--- config.mk ---
export PLATFORM = sky130hd
export DESIGN_NAME = alu_cmd_initiator_flat
export DESIGN_NICKNAME = d
export VERILOG_FILES = /design/src/rtl/alu_pkg.sv /design/src/rtl/alu_cmd_initiator_if.sv /design/src/rtl/alu_golden.sv /design/src/rtl/alu_cmd_initiator.sv /design/src/flat_wrapper.sv
export SDC_FILE = /design/constraint.sdc
export NUM_CORES = 1
export LEC_CHECK = 0
export ABC_AREA = 1
export BUFFER_PORTS_ARGS = -buffer_cell sky130_fd_sc_hd__buf_2
export CORE_MARGIN = 2
export CORE_UTILIZATION = 59
export CTS_CLUSTER_SIZE = 12
export DETAILED_ROUTE_END_ITERATION = 7
export PLACE_DENSITY = 0.9
export SYNTH_ARGS = -nofsm -noshare
export SYNTH_HDL_FRONTEND = slang
export SYNTH_HIERARCHICAL = 1
export SYNTH_SLANG_ARGS = --single-unit
--- constraint.sdc ---
create_clock -name clk -period 4.7 [get_ports clk]
set_clock_uncertainty 0.15 [all_clocks]
set_input_delay 0.47 -clock clk [delete_from_list [all_inputs] [get_ports clk]]
set_output_delay 0.47 -clock clk [all_outputs]
set_load 0.02 [all_outputs]
--- src/rtl/alu_pkg.sv ---
// Shared constants and FSM encoding for the ALU command initiator and its golden model.
package alu_pkg;
   localparam int OPND_W = 3;
   localparam int RES_W  = 6;
   localparam int SET_W  = 4;

   localparam logic [2:0] OP_NOP  = 3'b000;
   localparam logic [2:0] OP_ADD  = 3'b001;
   localparam logic [2:0] OP_SUB  = 3'b010;
   localparam logic [2:0] OP_MUL  = 3'b011;
   localparam logic [2:0] OP_SHR  = 3'b100;
   localparam logic [2:0] OP_SHL  = 3'b101;
   localparam logic [2:0] OP_XNOR = 3'b110;
   localparam logic [2:0] OP_SEQ  = 3'b111;

   typedef enum logic [1:0] {
      ST_IDLE   = 2'd0,
      ST_SETTLE = 2'd1,
      ST_RESP   = 2'd2
   } state_e;
endpackage

--- src/rtl/alu_cmd_initiator_if.sv ---
// Command, ALU drive and response signals between the initiator and its surroundings.
interface alu_cmd_initiator_if;
   import alu_pkg::*;

   logic              cmd_valid;
   logic              cmd_ready;
   logic [2:0]        cmd_op;
   logic [OPND_W-1:0] cmd_a;
   logic [OPND_W-1:0] cmd_b;
   logic [2:0]        alu_op;
   logic [OPND_W-1:0] alu_a;
   logic [OPND_W-1:0] alu_b;
   logic [RES_W-1:0]  alu_f;
   logic              rsp_valid;
   logic              rsp_ready;
   logic [RES_W-1:0]  rsp_f;
   logic              rsp_mismatch;

   modport master (
      input  cmd_valid, cmd_op, cmd_a, cmd_b, alu_f, rsp_ready,
      output cmd_ready, alu_op, alu_a, alu_b, rsp_valid, rsp_f, rsp_mismatch
   );

   modport slave (
      output cmd_valid, cmd_op, cmd_a, cmd_b, alu_f, rsp_ready,
      input  cmd_ready, alu_op, alu_a, alu_b, rsp_valid, rsp_f, rsp_mismatch
   );
endinterface

--- src/rtl/alu_golden.sv ---
// Combinational reference ALU: 3-bit operands zero-extended, 6-bit unsigned result.
module alu_golden
   import alu_pkg::*;
(
   input  logic [2:0]        op,
   input  logic [OPND_W-1:0] a,
   input  logic [OPND_W-1:0] b,
   output logic [RES_W-1:0]  f
);
   logic [RES_W-1:0] ax_s;
   logic [RES_W-1:0] bx_s;

   assign ax_s = {3'b000, a};
   assign bx_s = {3'b000, b};

   // Expected result per opcode; arithmetic wraps modulo 64.
   always_comb begin
      f = 6'd0;
      case (op)
         OP_NOP:  f = 6'd0;
         OP_ADD:  f = ax_s + bx_s;
         OP_SUB:  f = ax_s - bx_s;
         OP_MUL:  f = ax_s * bx_s;
         OP_SHR:  f = ax_s >> b;
         OP_SHL:  f = ax_s << b;
         OP_XNOR: f = {3'b000, ~(a ^ b)};
         OP_SEQ:  f = (a == b) ? 6'd1 : 6'd0;
         default: f = 6'd0;
      endcase
   end
endmodule

--- src/rtl/alu_cmd_initiator.sv ---
// Drives one command into the combinational ALU, waits SETTLE_CYCLES, captures and
// returns the result, and counts disagreements with the golden model.
module alu_cmd_initiator
   import alu_pkg::*;
#(
   parameter int SETTLE_CYCLES = 1,
   parameter int CNT_W         = 8
) (
   input  logic                 clk,
   input  logic                 rst_n,
   alu_cmd_initiator_if.master  bus,
   output logic [CNT_W-1:0]     err_count
);
   state_e            state_q, state_d;
   logic [SET_W-1:0]  cnt_q, cnt_d;
   logic [2:0]        alu_op_q, alu_op_d;
   logic [OPND_W-1:0] alu_a_q, alu_a_d;
   logic [OPND_W-1:0] alu_b_q, alu_b_d;
   logic [RES_W-1:0]  rsp_f_q, rsp_f_d;
   logic              rsp_mismatch_q, rsp_mismatch_d;
   logic [CNT_W-1:0]  err_count_q, err_count_d;
   logic              cmd_ready_q, cmd_ready_d;
   logic              rsp_valid_q, rsp_valid_d;
   logic [RES_W-1:0]  golden_f_s;
   logic              mismatch_s;

   alu_golden u_golden (
      .op (alu_op_q),
      .a  (alu_a_q),
      .b  (alu_b_q),
      .f  (golden_f_s)
   );

   assign mismatch_s = (bus.alu_f != golden_f_s);

   // Next-state and datapath updates for the IDLE/SETTLE/RESP sequence.
   always_comb begin
      state_d        = state_q;
      cnt_d          = cnt_q;
      alu_op_d       = alu_op_q;
      alu_a_d        = alu_a_q;
      alu_b_d        = alu_b_q;
      rsp_f_d        = rsp_f_q;
      rsp_mismatch_d = rsp_mismatch_q;
      err_count_d    = err_count_q;
      case (state_q)
         ST_IDLE: begin
            if (bus.cmd_valid && cmd_ready_q) begin
               alu_op_d = bus.cmd_op;
               alu_a_d  = bus.cmd_a;
               alu_b_d  = bus.cmd_b;
               cnt_d    = SET_W'(SETTLE_CYCLES - 1);
               state_d  = ST_SETTLE;
            end else begin
               state_d = ST_IDLE;
            end
         end
         ST_SETTLE: begin
            if (cnt_q == {SET_W{1'b0}}) begin
               rsp_f_d        = bus.alu_f;
               rsp_mismatch_d = mismatch_s;
               if (mismatch_s && (err_count_q != {CNT_W{1'b1}})) begin
                  err_count_d = err_count_q + {{(CNT_W-1){1'b0}}, 1'b1};
               end else begin
                  err_count_d = err_count_q;
               end
               state_d = ST_RESP;
            end else begin
               cnt_d = cnt_q - {{(SET_W-1){1'b0}}, 1'b1};
            end
         end
         ST_RESP: begin
            if (bus.rsp_ready) begin
               state_d = ST_IDLE;
            end else begin
               state_d = ST_RESP;
            end
         end
         default: state_d = ST_IDLE;
      endcase
      // Handshake flags follow the next state so they are clean registered outputs.
      cmd_ready_d = (state_d == ST_IDLE);
      rsp_valid_d = (state_d == ST_RESP);
   end

   // State and output registers with synchronous active-low reset.
   always_ff @(posedge clk) begin
      if (!rst_n) begin
         state_q        <= ST_IDLE;
         cnt_q          <= {SET_W{1'b0}};
         alu_op_q       <= 3'b000;
         alu_a_q        <= {OPND_W{1'b0}};
         alu_b_q        <= {OPND_W{1'b0}};
         rsp_f_q        <= {RES_W{1'b0}};
         rsp_mismatch_q <= 1'b0;
         err_count_q    <= {CNT_W{1'b0}};
         cmd_ready_q    <= 1'b0;
         rsp_valid_q    <= 1'b0;
      end else begin
         state_q        <= state_d;
         cnt_q          <= cnt_d;
         alu_op_q       <= alu_op_d;
         alu_a_q        <= alu_a_d;
         alu_b_q        <= alu_b_d;
         rsp_f_q        <= rsp_f_d;
         rsp_mismatch_q <= rsp_mismatch_d;
         err_count_q    <= err_count_d;
         cmd_ready_q    <= cmd_ready_d;
         rsp_valid_q    <= rsp_valid_d;
      end
   end

   assign bus.cmd_ready    = cmd_ready_q;
   assign bus.rsp_valid    = rsp_valid_q;
   assign bus.rsp_f        = rsp_f_q;
   assign bus.rsp_mismatch = rsp_mismatch_q;
   assign bus.alu_op       = alu_op_q;
   assign bus.alu_a        = alu_a_q;
   assign bus.alu_b        = alu_b_q;
   assign err_count        = err_count_q;
endmodule

--- src/flat_wrapper.sv ---
// flat-port wrapper written by rule: the top's interface ports become plain ports
module alu_cmd_initiator_flat import alu_pkg::*;
#(
   parameter int SETTLE_CYCLES = 1,
   parameter int CNT_W         = 8
)
  (clk, rst_n, err_count, bus_cmd_valid, bus_cmd_op, bus_cmd_a, bus_cmd_b, bus_alu_f, bus_rsp_ready, bus_cmd_ready, bus_alu_op, bus_alu_a, bus_alu_b, bus_rsp_valid, bus_rsp_f, bus_rsp_mismatch);
  alu_cmd_initiator_if bus_i ();
  input  logic clk;
  input  logic rst_n;
  output logic [CNT_W-1:0] err_count;
  input wire logic [$bits(bus_i.cmd_valid)-1:0] bus_cmd_valid;
  input wire logic [$bits(bus_i.cmd_op)-1:0] bus_cmd_op;
  input wire logic [$bits(bus_i.cmd_a)-1:0] bus_cmd_a;
  input wire logic [$bits(bus_i.cmd_b)-1:0] bus_cmd_b;
  input wire logic [$bits(bus_i.alu_f)-1:0] bus_alu_f;
  input wire logic [$bits(bus_i.rsp_ready)-1:0] bus_rsp_ready;
  output wire logic [$bits(bus_i.cmd_ready)-1:0] bus_cmd_ready;
  output wire logic [$bits(bus_i.alu_op)-1:0] bus_alu_op;
  output wire logic [$bits(bus_i.alu_a)-1:0] bus_alu_a;
  output wire logic [$bits(bus_i.alu_b)-1:0] bus_alu_b;
  output wire logic [$bits(bus_i.rsp_valid)-1:0] bus_rsp_valid;
  output wire logic [$bits(bus_i.rsp_f)-1:0] bus_rsp_f;
  output wire logic [$bits(bus_i.rsp_mismatch)-1:0] bus_rsp_mismatch;
  assign bus_i.cmd_valid = bus_cmd_valid;
  assign bus_i.cmd_op = bus_cmd_op;
  assign bus_i.cmd_a = bus_cmd_a;
  assign bus_i.cmd_b = bus_cmd_b;
  assign bus_i.alu_f = bus_alu_f;
  assign bus_i.rsp_ready = bus_rsp_ready;
  assign bus_cmd_ready = bus_i.cmd_ready;
  assign bus_alu_op = bus_i.alu_op;
  assign bus_alu_a = bus_i.alu_a;
  assign bus_alu_b = bus_i.alu_b;
  assign bus_rsp_valid = bus_i.rsp_valid;
  assign bus_rsp_f = bus_i.rsp_f;
  assign bus_rsp_mismatch = bus_i.rsp_mismatch;
  alu_cmd_initiator #(.SETTLE_CYCLES(SETTLE_CYCLES), .CNT_W(CNT_W)) u_core (.clk(clk), .rst_n(rst_n), .bus(bus_i), .err_count(err_count));
endmodule
==> run metrics <==
Die Y 65.8 µm; Reg clk slew, reported paths 0.07 ns; IO Port Bufs 44; worst-skew pair later-pin latency 0.28 ns; clock sinks 32; Hold-fix buffers, CTS 0; CP arrival 3.42 ns; measured slew at the worst slew-check pin 0.509 ns; layout cells sized above 1 18.5%; Synthesized Nets 382; FF-to-FF path depth 17; WL per Instance 12.8 µm; Critical Path Start Type flip-flop; Avg Synthesized Cell Area 6.53 µm²; filler instances 307; Gate Count Post-Synth 345; Ys Warns 6; Synth-to-Final Area Change 16.3%; Worst Setup EP u_core/err_count[1]$_SDFFE_PN0P_; largest net degree at the start of global routing 24; Root Driver clkbuf_8; H-tree Lvls 2; most frequent CP cell nand2_1; DRC violations left 0; Nets 426; placer congestion estimate 0.909; Hold WS 0.286 ns; hpwl dp 4.21 mm; first-pass GRT wire length 9.24 mm; post-route clock period utilization 71.3%; placed inst area 0.00249 mm²; Power Dens Cells 306 mW/mm²; run status complete, no violations; CP Capture Type flip-flop; initial antenna violation count 0; Die ar. 0.00433 mm²; Tmin final 3.35 ns; Sequential Power Share 39.4%; io pins 45; Sw Ratio 32.3%; P_int 543 µW; Final Cell Area 0.00262 mm²; CTS buffer count 5; Final Slew Violations 0; Cell variety after synth 30; row cnt 22; post-route ant nets 0; Vias per Instance 5.38; post-CTS resize count 0; setup_tns 0 ns; DRT iter0 DRCs 154; Crit path largest cell delay 0.51 ns; TritonRoute pass-1 iters 6; total power draw 802 µW; Global Route Usage Sum 27.6%; via count 2357; area of the multi-input gates 0.00137 mm²; GRT overflow 0; Rel. slew slack 66.0%; HP Class in -> reg; Fmax 0.298 GHz; Req. time, crit path 4.77 ns; cell leakage power 1.39 nW; worst setup path startpoint u_core/bus.alu_a[1]$_SDFFE_PN0N_; CTS tree done; combinational share of power 24.4%; vias in the first global route 2205; Clk pwr share 36.2%; Reg area 641 µm²; WL final 5.59 mm; CP max-delay cell fa_1; Cell Chain, Critical Path ha_1, inv_1, fa_1, inv_1, ha_1, fa_1, xnor2_1, nor2_1, a21oi_1, nand2_1, nand2_1, nand2_1, nor2_2, nand3_4, nand3_4, nand2_1, a21oi_1; Max-Cap Viols 0; internal reg-to-reg setup slack 1.35 ns; Peak supply drop 0.220 mV; ANT cells 0; Net Switching 260 µW; RSZ-0062 raised after global routing false; final setup fails 0; initial core utilization 61.6%; Post-Synthesis Cell Area 0.00225 mm²; worst-path fanout max 10; register area share after synthesis 28.4%; Synth Register Bits 32; Die Span X 65.8 µm; Post-CTS Setup Repair Bufs 0; worst reg2reg path endpoint u_core/err_count[1]$_SDFFE_PN0P_; Fin. Hold Viols 0; reg-to-reg critical path startpoint u_core/bus.alu_a[1]$_SDFFE_PN0N_; CTS Buffer Depth 2; core area 0.00366 mm²; critical path type reg -> reg
## critical path, delay by kind of cell, from the launching register on
family	cells	cell delay [ns]
xor gates and xnor gates	1	0.18
adders and majority gates	4	1.32
DFF	1	0.50
and+or+nand+nor	8	0.77
buffers and inverters	2	0.11
AOI/OAI and AO/OA	2	0.24
## cells in the mapped netlist
cell	instances	area, µm²
a21oi_1	20	100
and2_1	1	6.26
buf_2	1	5.00
buf_4	1	7.51
buf_6	1	11.3
clkbuf_1	3	11.3
clkbuf_2	1	5.00
dfxtp_1	32	641
fa_1	4	80.1
ha_1	14	175
inv_1	47	176
inv_2	8	30.0
nand2_1	93	349
nand2_2	2	12.5
nand3_1	20	100
nand3_2	1	10.0
nand3_4	2	35.0
nand3b_1	1	7.51
nand4_1	11	68.8
nand4_4	1	21.3
nor2_1	41	154
nor2_2	4	25.0
nor2_4	2	22.5
nor3_1	2	10.0
o21ai_0	23	115
o21bai_1	1	7.51
o22ai_1	1	6.26
o31ai_1	1	7.51
xnor2_1	1	8.76
xor2_1	5	43.8
## registers in the layout, summed over array words and instances, names as in the netlist
signal                   count
u_core/bus.alu_b             3
u_core/err_count             8
u_core/bus.alu_a             3
u_core/bus.alu_op            3
u_core/state_q               2
u_core/bus.rsp_mismatch      1
u_core/bus.rsp_f             6
u_core/cnt_q                 4
u_core/bus.cmd_ready         1
u_core/bus.rsp_valid         1
## final cells by class
type                            count  area share, %
Clock buffer                        7           3.68
Inverter                           55           7.88
Multi-Input combinational cell    251           52.1
Timing Repair Buffer               44           8.40
Sequential cell                    32           24.5
Tap cell                           48           2.29
Clock inverter                      1           1.15
## metal layers
| metal | GRT usage, % | wire (µm) | up-vias |
|---|---|---|---|
| met2 | 49.7 | 2780 | 70 |
| met5 | 0 | 0 | - |
| met3 | 4.43 | 252 | 19 |
| met4 | 11.2 | 130 | 0 |
| li1 | - | - | 1177 |
| met1 | 32.2 | 2430 | 1091 |
## cells in the final DEF, fill, tap and decap left out, types with 2 or more instances in the layout
cell,synthesis,layout
nor2_4,2,2
o21ai_0,23,23
ha_1,14,14
nor2_2,4,4
clkbuf_8,0,7
nand2_2,2,2
nand3_4,2,2
nor3_1,2,2
inv_1,47,47
nor2_1,41,41
nand2_1,93,93
buf_2,1,44
fa_1,4,4
xor2_1,5,5
dfxtp_1,32,32
inv_2,8,8
nand3_1,20,20
nand4_1,11,11
a21oi_1,20,20
## worst min-delay path by stage
| stage | end | start | slack [ns] | cells after the start |
|---|---|---|---|---|
| 2_1_floorplan | u_core/cnt_q[3]$_SDFFE_PN0P_ | u_core/cnt_q[3]$_SDFFE_PN0P_ | 0.31 | 2 |
| 3_3_place_gp | u_core/bus.rsp_mismatch$_SDFFE_PN0P_ | u_core/bus.rsp_mismatch$_SDFFE_PN0P_ | 0.32 | 2 |
| 3_5_place_dp | u_core/bus.rsp_mismatch$_SDFFE_PN0P_ | u_core/bus.rsp_mismatch$_SDFFE_PN0P_ | 0.32 | 2 |
| 4_1_cts | u_core/bus.rsp_f[3]$_SDFFE_PN0P_ | bus_alu_f[3] | 0.28 | 3 |
| 5_1_grt | u_core/bus.rsp_f[3]$_SDFFE_PN0P_ | bus_alu_f[3] | 0.30 | 3 |
| 6_report | u_core/bus.rsp_f[3]$_SDFFE_PN0P_ | bus_alu_f[3] | 0.29 | 3 |
## power groups by stage
stage                     Clock (mW)  Sequential (mW)  Combinational (mW)
after floorplan                    0            0.336               0.123
after global placement             0            0.321               0.184
after detailed placement           0            0.321               0.192
after CTS                      0.293            0.316               0.193
after global routing           0.305            0.320               0.220
final                          0.290            0.316               0.196
## through the flow
stage | std cells | util (%) | setup WS [ns]
detailed placement | 430 | 68.1 | 1.37
global route | 438 | 71.6 | 1.08
floorplan | 345 | - | 1.51
CTS | 438 | 71.6 | 1.35
finish | 438 | 71.6 | 1.35
global placement | 430 | 68.1 | 1.52
## logic make-up (layout without fill, tap and decap cells)
logic type | Yosys count | count (layout) | synth area share [%]
simple gates | 181 | 181 | 36.5
flops | 32 | 32 | 28.4
xor+xnor | 6 | 6 | 2.33
fa+ha+maj | 18 | 18 | 11.3
compound gates | 46 | 46 | 10.5
buf+inv | 62 | 107 | 10.9
(Power assumes the default switching activity.)
